$ cat config.mk
export PLATFORM = sky130hd
export DESIGN_NAME = element_wise_cvt_sched
export DESIGN_NICKNAME = d
export VERILOG_FILES = /design/src/rtl/element_wise_cvt_sched.sv
export SDC_FILE = /design/constraint.sdc
export NUM_CORES = 1
export LEC_CHECK = 0
export CAP_MARGIN = 10
export CORE_MARGIN = 2
export CORE_UTILIZATION = 49
export CTS_BUF_LIST = sky130_fd_sc_hd__clkbuf_16
export DETAILED_ROUTE_END_ITERATION = 10
export GPL_ROUTABILITY_DRIVEN = 0
export GPL_TIMING_DRIVEN = 0
export PLACE_DENSITY = 0.75
export SLEW_MARGIN = 30
export SYNTH_ARGS = -nofsm -noshare
export SYNTH_HDL_FRONTEND = slang
export SYNTH_SLANG_ARGS = --single-unit
$ cat constraint.sdc
create_clock -name aclk -period 12.6 [get_ports aclk]
set_input_delay 2.52 -clock aclk [delete_from_list [all_inputs] [get_ports aclk]]
set_output_delay 2.52 -clock aclk [all_outputs]
set_load 0.02 [all_outputs]
$ cat src/rtl/element_wise_cvt_sched.sv
// element_wise_cvt_sched
//   Shares one element-wise output conversion cell (fp32 -> S33 or bypass)
//   among NUM_REQ requesters. Requesters are arbitrated round-robin. Each
//   accepted word is issued to the cell, tagged with its requester ID. Results
//   return on one valid/ready stream that carries the originating ID.
//   The cell cannot stall. A credit counter therefore guarantees that every
//   issued word has a free slot in the result FIFO.
//
// Ports
//   aclk, areset          clock, synchronous active-high reset
//   s_req_data/pass/valid per-requester operand, bypass flag and valid
//   s_req_ready           one-hot grant (all zero when out of credit)
//   cvt_cell_i_*          issue side of the conversion cell (registered)
//   cvt_cell_o_*          result side of the conversion cell
//   m_res_data/id/valid   result stream, show-ahead from the result FIFO
//   m_res_ready           result stream ready
//   busy                  a word is issued, in the cell, or buffered
//   err_ovf               sticky overflow / unexpected-result flag
//
// Optional feature: define ELM_CVT_SCHED_ERR_CHK_EN to build the err_ovf
// checks. When it is undefined, err_ovf is tied low.
//
// Handshake semantics (both streams): a transfer happens on a rising edge
// where valid and ready are both high. s_req_ready depends combinationally on
// s_req_valid, but valid never depends on ready. A requester may drop valid
// before it is granted.
module element_wise_cvt_sched #(
  parameter int NUM_REQ        = 4,
  parameter int RES_FIFO_DEPTH = 8,
  parameter int SIM_DELAY      = 1,
  localparam int ID_W          = $clog2(NUM_REQ)
) (
  input  logic                  aclk,
  input  logic                  areset,
  input  logic [NUM_REQ*32-1:0] s_req_data,
  input  logic [NUM_REQ-1:0]    s_req_pass,
  input  logic [NUM_REQ-1:0]    s_req_valid,
  output logic [NUM_REQ-1:0]    s_req_ready,
  output logic [31:0]           cvt_cell_i_op_x,
  output logic                  cvt_cell_i_pass,
  output logic [ID_W-1:0]       cvt_cell_i_info_along,
  output logic                  cvt_cell_i_vld,
  input  logic [31:0]           cvt_cell_o_res,
  input  logic [ID_W-1:0]       cvt_cell_o_info_along,
  input  logic                  cvt_cell_o_vld,
  output logic [31:0]           m_res_data,
  output logic [ID_W-1:0]       m_res_id,
  output logic                  m_res_valid,
  input  logic                  m_res_ready,
  output logic                  busy,
  output logic                  err_ovf
);

  localparam int AW = $clog2(RES_FIFO_DEPTH);
  localparam int CW = $clog2(RES_FIFO_DEPTH + 1);
  localparam int FW = ID_W + 32;

  // Registered assignments carry no delay in this model, so SIM_DELAY is only
  // range-checked alongside the other parameters.
  if (NUM_REQ < 2 || NUM_REQ > 16 || RES_FIFO_DEPTH < 2 ||
      (RES_FIFO_DEPTH & (RES_FIFO_DEPTH - 1)) != 0 || SIM_DELAY < 0) begin : g_param_chk
    $error("element_wise_cvt_sched: illegal parameter combination");
  end

  logic [31:0]     req_word [NUM_REQ];
  logic [ID_W-1:0] rr_ptr;
  logic [ID_W-1:0] gnt_id;
  logic            gnt_found;
  logic            hs;
  logic [CW-1:0]   crd;
  logic [CW-1:0]   inf;
  logic            inf_ret;
  logic            pop;
  logic            wr_en;
  logic            empty;
  logic            full;
  logic [AW:0]     wr_ptr;
  logic [AW:0]     rd_ptr;
  logic [FW-1:0]   mem [RES_FIFO_DEPTH];
  logic [FW-1:0]   head;

  for (genvar i = 0; i < NUM_REQ; i++) begin : g_unpack
    assign req_word[i] = s_req_data[32*i +: 32];
  end

  // Search NUM_REQ positions circularly from rr_ptr. The first valid one wins.
  always_comb begin : p_arb
    logic [ID_W:0] idx;
    idx       = '0;
    gnt_found = 1'b0;
    gnt_id    = '0;
    for (int k = 0; k < NUM_REQ; k++) begin
      idx = {1'b0, rr_ptr} + (ID_W+1)'(k);
      if (idx >= (ID_W+1)'(NUM_REQ)) idx = idx - (ID_W+1)'(NUM_REQ);
      if (!gnt_found && s_req_valid[idx[ID_W-1:0]]) begin
        gnt_found = 1'b1;
        gnt_id    = idx[ID_W-1:0];
      end
    end
  end

  // A pop in this cycle does not add to crd here. The freed credit is used
  // from the next cycle on, which keeps the ready path short.
  assign hs = gnt_found && (crd != '0) && !areset;

  always_comb begin
    s_req_ready = '0;
    if (hs) s_req_ready[gnt_id] = 1'b1;
  end

  // Results are accepted only when this block has words outstanding in the
  // cell. Words issued before a reset come back while inf == 0 and are
  // dropped here.
  assign inf_ret = cvt_cell_o_vld && (inf != '0);
  assign empty   = (wr_ptr == rd_ptr);
  assign full    = (wr_ptr[AW] != rd_ptr[AW]) && (wr_ptr[AW-1:0] == rd_ptr[AW-1:0]);
  assign pop     = !empty && m_res_ready;
  assign wr_en   = inf_ret && (!full || pop);

  always_ff @(posedge aclk) begin
    if (areset) begin
      rr_ptr                <= '0;
      crd                   <= CW'(RES_FIFO_DEPTH);
      inf                   <= '0;
      cvt_cell_i_vld        <= 1'b0;
      cvt_cell_i_op_x       <= '0;
      cvt_cell_i_pass       <= 1'b0;
      cvt_cell_i_info_along <= '0;
      wr_ptr                <= '0;
      rd_ptr                <= '0;
    end else begin
      cvt_cell_i_vld <= hs;
      if (hs) begin
        rr_ptr                <= (gnt_id == ID_W'(NUM_REQ - 1)) ? '0 : gnt_id + ID_W'(1);
        cvt_cell_i_op_x       <= req_word[gnt_id];
        cvt_cell_i_pass       <= s_req_pass[gnt_id];
        cvt_cell_i_info_along <= gnt_id;
      end
      if (hs && !pop)      crd <= crd - CW'(1);
      else if (!hs && pop) crd <= crd + CW'(1);
      if (hs && !inf_ret)      inf <= inf + CW'(1);
      else if (!hs && inf_ret) inf <= inf - CW'(1);
      if (wr_en) wr_ptr <= wr_ptr + (AW+1)'(1);
      if (pop)   rd_ptr <= rd_ptr + (AW+1)'(1);
    end
  end

  // The storage has no reset. The outputs are forced to zero while the FIFO
  // is empty.
  always_ff @(posedge aclk) begin
    if (wr_en) mem[wr_ptr[AW-1:0]] <= {cvt_cell_o_info_along, cvt_cell_o_res};
  end

  assign head        = mem[rd_ptr[AW-1:0]];
  assign m_res_valid = !empty;
  assign m_res_data  = empty ? '0 : head[31:0];
  assign m_res_id    = empty ? '0 : head[FW-1:32];
  assign busy        = (inf != '0) || !empty || cvt_cell_i_vld;

`ifdef ELM_CVT_SCHED_ERR_CHK_EN
  logic err_q;
  always_ff @(posedge aclk) begin
    if (areset) err_q <= 1'b0;
    else if (cvt_cell_o_vld && ((full && !pop) || (inf == '0))) err_q <= 1'b1;
  end
  assign err_ovf = err_q;
`else
  assign err_ovf = 1'b0;
`endif

endmodule
* After elaboration in Yosys (flattened, before gate mapping) *
Memories as Yosys holds them, arrays and structs flattened. A register that Yosys moved wholly into a read port is not among the register bits.
Cells that the tools add are included.

word-level totals
  latch bits = 0
  word-level logic and storage cells = 109
  memory bits (read-only) = 0
  bits in registers = 54
  bits of input ports = 174
  RAM bits = 272
  memories = 1
  output and inout bits = 77

memory list
  memory  depth  bits a word  rd ports  clocked after Yosys merged registers in  write ports  line  source
  mem     8      34           1         1                                        1            79    logic [FW-1:0] mem [RES_FIFO_DEPTH];

operators by class
  add/sub/neg operators = 14
  shift operators = 0
  divide/modulo/power cells = 0
  bitwise logic cells = 1
  magnitude comparators = 11
  multipliers = 0
  equality and inequality tests = 4
  reductions and logical operators = 30
  multiplexer cells = 39

operator list
  operator                                                                             number
  32-bit 2-to-1 mux                                                                    3
  32-bit binary-select mux with 2-bit select                                           1
  2-bit 2-to-1 mux                                                                     10
  4-bit 2-to-1 mux                                                                     5
  4-bit by 1-bit adder with 4-bit output, second input constant                        4
  2-bit by 3-bit < comparator with 1-bit output, second input constant                 5
  1-bit logical AND                                                                    14
  3-bit greater-or-equal comparator, second input constant                             4
  1-bit 2-to-1 mux                                                                     12
  1-bit binary-select mux with 2-bit select                                            5
  1-bit zero test                                                                      9
  4-bit nonzero test                                                                   2
  2-bit by 1-bit subtractor with 2-bit output, second input constant                   4
  4-bit by 1-bit subtractor with 4-bit output, second input constant                   2
  2-bit by 2-bit adder with 3-bit output, second input constant                        2
  3-bit 2-to-1 mux                                                                     2
  4-bit equality test                                                                  1
  2-bit nonzero test                                                                   2
  2-bit by 1-bit adder with 3-bit output, second input constant                        1
  3-bit equality test                                                                  1
  2-bit by 3-bit greater-or-equal comparator with 1-bit output, second input constant  1
  1-bit logical OR                                                                     3
  2-bit NOT with 3-bit output                                                          1
  2-bit by 1-bit adder with 2-bit output, second input constant                        1
  4 further kinds                                                                      4

* Depth between registers and ports, before layout *
Gate-level depths: netlist of the first run.

  depth after elaboration = 20
  mapped depth = 11
  depth with buffers taken out = 11

* Worst setup path after synthesis of the first run *
Ideal clock, no wire load.

  path type = input to register
  from = input port cvt_cell_o_vld
  to = memory mem[0][0] (netlist bit) (enable)
  buffers on the path = 0
  cell stages on the path = 3
  slack = 5.524 ns
  required time = 12.077 ns
  library setup time = 0.523 ns
  arrival time = 6.553 ns
  cell sequence = nand2_1 -> a21oi_1 -> nor4b_1

on the way
  cells in the longest elaborated chain, start to end = 4

ends and longest elaborated chain
  element                                 line  source
  start: declaration                      45    input logic cvt_cell_o_vld,
  1-bit logical AND                       114   assign inf_ret = cvt_cell_o_vld && (inf != '0);
  1-bit logical AND                       118   assign wr_en = inf_ret && (!full || pop);
  1-bit 2-to-1 mux                        151   if (wr_en) mem[wr_ptr[AW-1:0]] <= {cvt_cell_o_info_along, cvt_cell_o_res};
  1-bit 2-to-1 mux (not written as such)  151
  end: declaration                        79

Every way passes these cells.

* Worst setup path after layout of the first run *
  from = input port s_req_valid[2]
  to = output port s_req_ready[3]

on the way
  cells in the longest elaborated chain, start to end = 17
  elaborated cells on any way between the ends = 30
  classes of those cells = order compare (2); mux (19); reduce/logical (9)

ends and longest elaborated chain
  element                                                                                                                                              line  source
  start: declaration                                                                                                                                   37    input logic [NUM_REQ-1:0] s_req_valid,
  1-bit binary-select mux with 2-bit select                                                                                                            95    if (!gnt_found && s_req_valid[idx[ID_W-1:0]]) begin
  1-bit 2-to-1 mux (not written as such)                                                                                                               95
  1-bit 2-to-1 mux                                                                                                                                     95
  1-bit zero test                                                                                                                                      95
  1-bit logical AND                                                                                                                                    95
  1-bit 2-to-1 mux                                                                                                                                     95
  1-bit zero test                                                                                                                                      95
  1-bit logical AND                                                                                                                                    95
  [2 not listed]                                                                                                                                       n/a
  1-bit logical AND                                                                                                                                    95
  2-bit 2-to-1 mux *                                                                                                                                   95
  named net gnt_id[0]                                                                                                                                  67    logic [ID_W-1:0] gnt_id;
  2-bit by 3-bit < comparator with 1-bit output (not written as such) or 2-bit by 1-bit greater-or-equal comparator with 1-bit output (tied branches)  108   if (hs) s_req_ready[gnt_id] = 1'b1;
  1-bit logical AND (not written as such)                                                                                                              108
  1-bit 2-to-1 mux (not written as such)                                                                                                               108
  1-bit demux with 2-bit select *                                                                                                                      108
  4-bit 2-to-1 mux *                                                                                                                                   108
  end: declaration                                                                                                                                     38    output logic [NUM_REQ-1:0] s_req_ready,

The timed path passes the listed nets; every way through them passes the cells marked *. The select of a mux whose other input is x is not followed.

==> flow_summary_export.csv, run 1 <==
group,metric,value,unit
cells_and_area,final-seq-area,0.00931,sq mm
worst_setup_path,cp.required,10.08,ns
timing,finClkSkew,0.0302,ns
timing,max-slew-margin-rel,39.5,%
synthesis,synth-compound-area-share,6.05,%
clocking,post_cts_resized,0,
global_route,grt_overflow_total,0,
timing,fmax,134,MHz
hold_path,worst_hold_startpoint,"cvt_cell_i_op_x[25]$_SDFFE_PP0P_",
synthesis,synth_fa_ha_area_share,1.22,%
clocking,cts_buffer_depth,3,
floorplanning,core,0.0279,sq mm
detailed_routing,drcViolationCount,0,
power,fin_total_pwr,3.60,mW
clocking,cts-htree-levels,2,
cells_and_area,fillCellCount,1997,
power,power_density,197,mW/mm^2
timing,fin_hold_ws,0.469,ns
synthesis,synth_area,0.0140,sq mm
floorplanning,io_pins,251,
hold_path,min_path_cells,2,
timing,finalHoldViolations,0,
worst_setup_path,crit_type,"input port to output pin",
hold_path,holdPathEnd,"cvt_cell_i_op_x[25]$_SDFFE_PP0P_",
clocking,holdBufCountCts,0,
cells_and_area,multi_input_area,0.00432,sq mm
timing,post-route-min-period,7.48,ns
cells_and_area,nNetsFinal,1363,
synthesis,synth-seq-cells,329,
synthesis,synthXorXnorAreaFrac,0.941,%
status,status,"completed",
timing,timing.final.crit_share,59.4,%
timing,setup_ws,5.12,ns
cells_and_area,mostFrequentLayoutCell,"edfxtp_1",
timing,setup_violations,0,
clocking,postCtsSetupBuffers,0,
clocking,cts_tree,"yes",
synthesis,synth_edf_count,272,
clocking,clkSinkCount,329,
worst_setup_path,rr_endpoint,"mem[5][6]$_DFFE_PP_",
worst_setup_path,reg2reg_depth,9,
power,p_switching,1.16,mW
cells_and_area,area_growth_syn_to_layout,31.0,%
power,power_frac_clock,25.7,%
cells_and_area,drive_gt1_share,17.6,%
power,seqPwrFrac,38.0,%
timing,slew_viol_final,0,
synthesis,syn_nets,1040,
global_route,grt.total_usage,23.3,%
clocking,clk_pin_slew,0.06,ns
detailed_routing,wl_per_cell,21.8,um
floorplanning,die_area,0.0299,sq mm
worst_setup_path,rrSetupSlack,9.47,ns
synthesis,synth_top_family_by_area,"multiplexers",
timing,fin_tns_setup,0,ns
clocking,clock-root-buffer,"clkbuf_16",
synthesis,synth.distinct_cells,53,
floorplanning,start_util,50.0,%
synthesis,synthMuxAreaShare,16.1,%
power,p_comb_share,36.4,%
global_route,grt_pass1_vias,9062,
synthesis,ys.flop_type,"edfxtp_1",
detailed_routing,vias,8751,
worst_setup_path,end_kind,"output pin",
global_route,grt_pass1_wl,53600,um
global_route,grt_max_degree,35,
floorplanning,rows,61,
power,p_leak,6.10,nW
cells_and_area,mostFrequentLayoutCells,"edfxtp_1, clkdlybuf4s50_1, mux2i_1",
timing,worst-slew-pin-transition,0.908,ns
placement,dp_hpwl,24500,um
worst_setup_path,r2r-start,"wr_ptr[1]$_SDFFE_PP0P_",
synthesis,synth-simple-area-share,6.25,%
floorplanning,dieHeight,173,um
synthesis,synth_warnings,0,
clocking,cts_buffers,35,
clocking,clock_latency,0.53,ns
global_route,antenna_found_initial,5,
worst_setup_path,arrival,4.96,ns
synthesis,syn_inst,853,
placement,place_ws,5.11,ns
placement,io_buffers,249,
detailed_routing,drtAntennaViolNets,0,
synthesis,synth_seq_area_share,66.7,%
hold_path,hp-class,"register to register",
synthesis,avgSynthCellArea,16.4,sq um
floorplanning,die_w,173,um
synthesis,ys_async_sr_fraction,0,%
detailed_routing,viasPerCell,5.53,
detailed_routing,dr.pass1.iters,4,
power,switching_share,32.2,%
job,maxCapViolations,0,
detailed_routing,drt-total-wl,34500,um
power,ir_drop,130,uV
worst_setup_path,critPathLaunchType,"input port",
timing,rsz0062_at_grt,"false",
worst_setup_path,crit_fanout,11,
detailed_routing,drt_first_iter_violations,542,
power,internal-power,2.44,mW
critical path, cell delays in order:
cell and delay (ns):
clkdlybuf4s50_1 0.54, and2b_1 0.27, nor3_4 0.25, nor2_4 0.08
inv_4 0.14, buf_6 0.20, ha_1 0.17, and3_1 0.14
clkdlybuf4s50_1 0.65
sequential cells by signal (all words and copies together) (netlist names), named ones only:
register,count
wr_ptr,4
crd,4
rr_ptr,2
cvt_cell_i_info_along,2
inf,4
mem,272
rd_ptr,4
cvt_cell_i_op_x,32
cvt_cell_i_vld,1
cvt_cell_i_pass,1
layout make-up:
type / instances / share of cell area, %
flip-flops and latches: 329 / 50.9
inverters: 11 / 0.239
repair buffers: 286 / 15.1
clock buffers: 36 / 4.92
well taps: 378 / 2.59
plain buffers: 57 / 1.85
multi-input cells: 456 / 23.6
clock inverters: 26 / 0.698
diodes: 4 / 0.0547
worst max path at each step:
stage / startpoint / end / slack, ns
after floorplan: cvt_cell_o_vld / mem[0][0]$_DFFE_PP_ / 5.52
after global placement: m_res_ready / mem[0][13]$_DFFE_PP_ / 1.25
after detailed placement: s_req_valid[2] / s_req_ready[3] / 5.11
after CTS: s_req_valid[2] / s_req_ready[3] / 5.11
after global routing: s_req_valid[2] / s_req_ready[3] / 4.97
final: s_req_valid[2] / s_req_ready[3] / 5.12
per-stage QoR:
| stage | instance area [sq um] | utilization [%] | instances |
|---|---|---|---|
| finish | 18300 | 65.5 | 1583 |
| global placement | 16900 | 60.6 | 1480 |
| global route | 18300 | 65.5 | 1582 |
| detailed placement | 17300 | 61.8 | 1517 |
| CTS | 18300 | 65.5 | 1579 |
| floorplan | 14000 | - | 853 |
per-layer routing:
layer / GRT usage (%) / vias up / part of all wire (%)
met1: 28.7 / 4349 / 40
met5: 0 / - / 0.043
met4: 8.19 / 2 / 2.9
met3: 5.30 / 64 / 7.1
li1: - / 3997 / -
met2: 40.5 / 339 / 50
logic make-up (layout without fill, tap and decap cells):
family                     count (synthesis)  after routing
DFF                                      329            329
xor gates and xnor gates                  15             15
other                                      1              5
adders and majority gates                 13             13
buffers and inverters                     68            416
and+or+nand+nor                          162            162
AOI/OAI and AO/OA                        125            125
muxes                                    140            140
power groups by stage:
stage | registers (mW) | clock network [mW] | logic (mW)
5_1_grt | 1.38 | 0.981 | 1.41
3_5_place_dp | 1.39 | 0 | 1.32
4_1_cts | 1.37 | 0.939 | 1.33
6_report | 1.37 | 0.926 | 1.31
3_3_place_gp | 1.40 | 0 | 1.28
2_1_floorplan | 1.44 | 0 | 0.732
Yosys cell counts, types with 5 or more instances:
cell type	number	share of area [%]
a21oi_1	11	0.39
and3_1	5	0.22
buf_2	21	0.75
buf_4	12	0.65
buf_6	7	0.56
clkbuf_1	13	0.35
dfxtp_1	57	8.2
edfxtp_1	272	58
ha_1	12	1.1
inv_1	9	0.24
mux2i_1	72	5.2
mux4_2	68	11
nand2_1	43	1.2
nor2_1	49	1.3
nor3b_1	35	1.9
o211ai_1	32	1.7
o21a_1	32	1.7
o21ai_0	32	1.1
o21ai_1	8	0.29
or3_1	6	0.27
xnor2_1	10	0.63
xor2_1	5	0.31
Note: power is estimated with default switching activity, not from simulation.
==> inputs of run 2 (changes only) <==
==> constraint.sdc (replaced) <==
create_clock -name aclk -period 7.8 [get_ports aclk]
set_input_delay 1.56 -clock aclk [delete_from_list [all_inputs] [get_ports aclk]]
set_output_delay 1.56 -clock aclk [all_outputs]
set_load 0.02 [all_outputs]
==> results of run 2 <==
The final DEF is identical to that of run 1. Status: completed.
Among the figures that moved: setup slack after placement 5.11 ns -> 2.23 ns; setup slack after layout 5.12 ns -> 2.24 ns; register-to-register setup slack 9.47 ns -> 4.67 ns; total power 3.60 mW -> 5.82 mW; worst IR drop on VDD 130 uV -> 209 uV
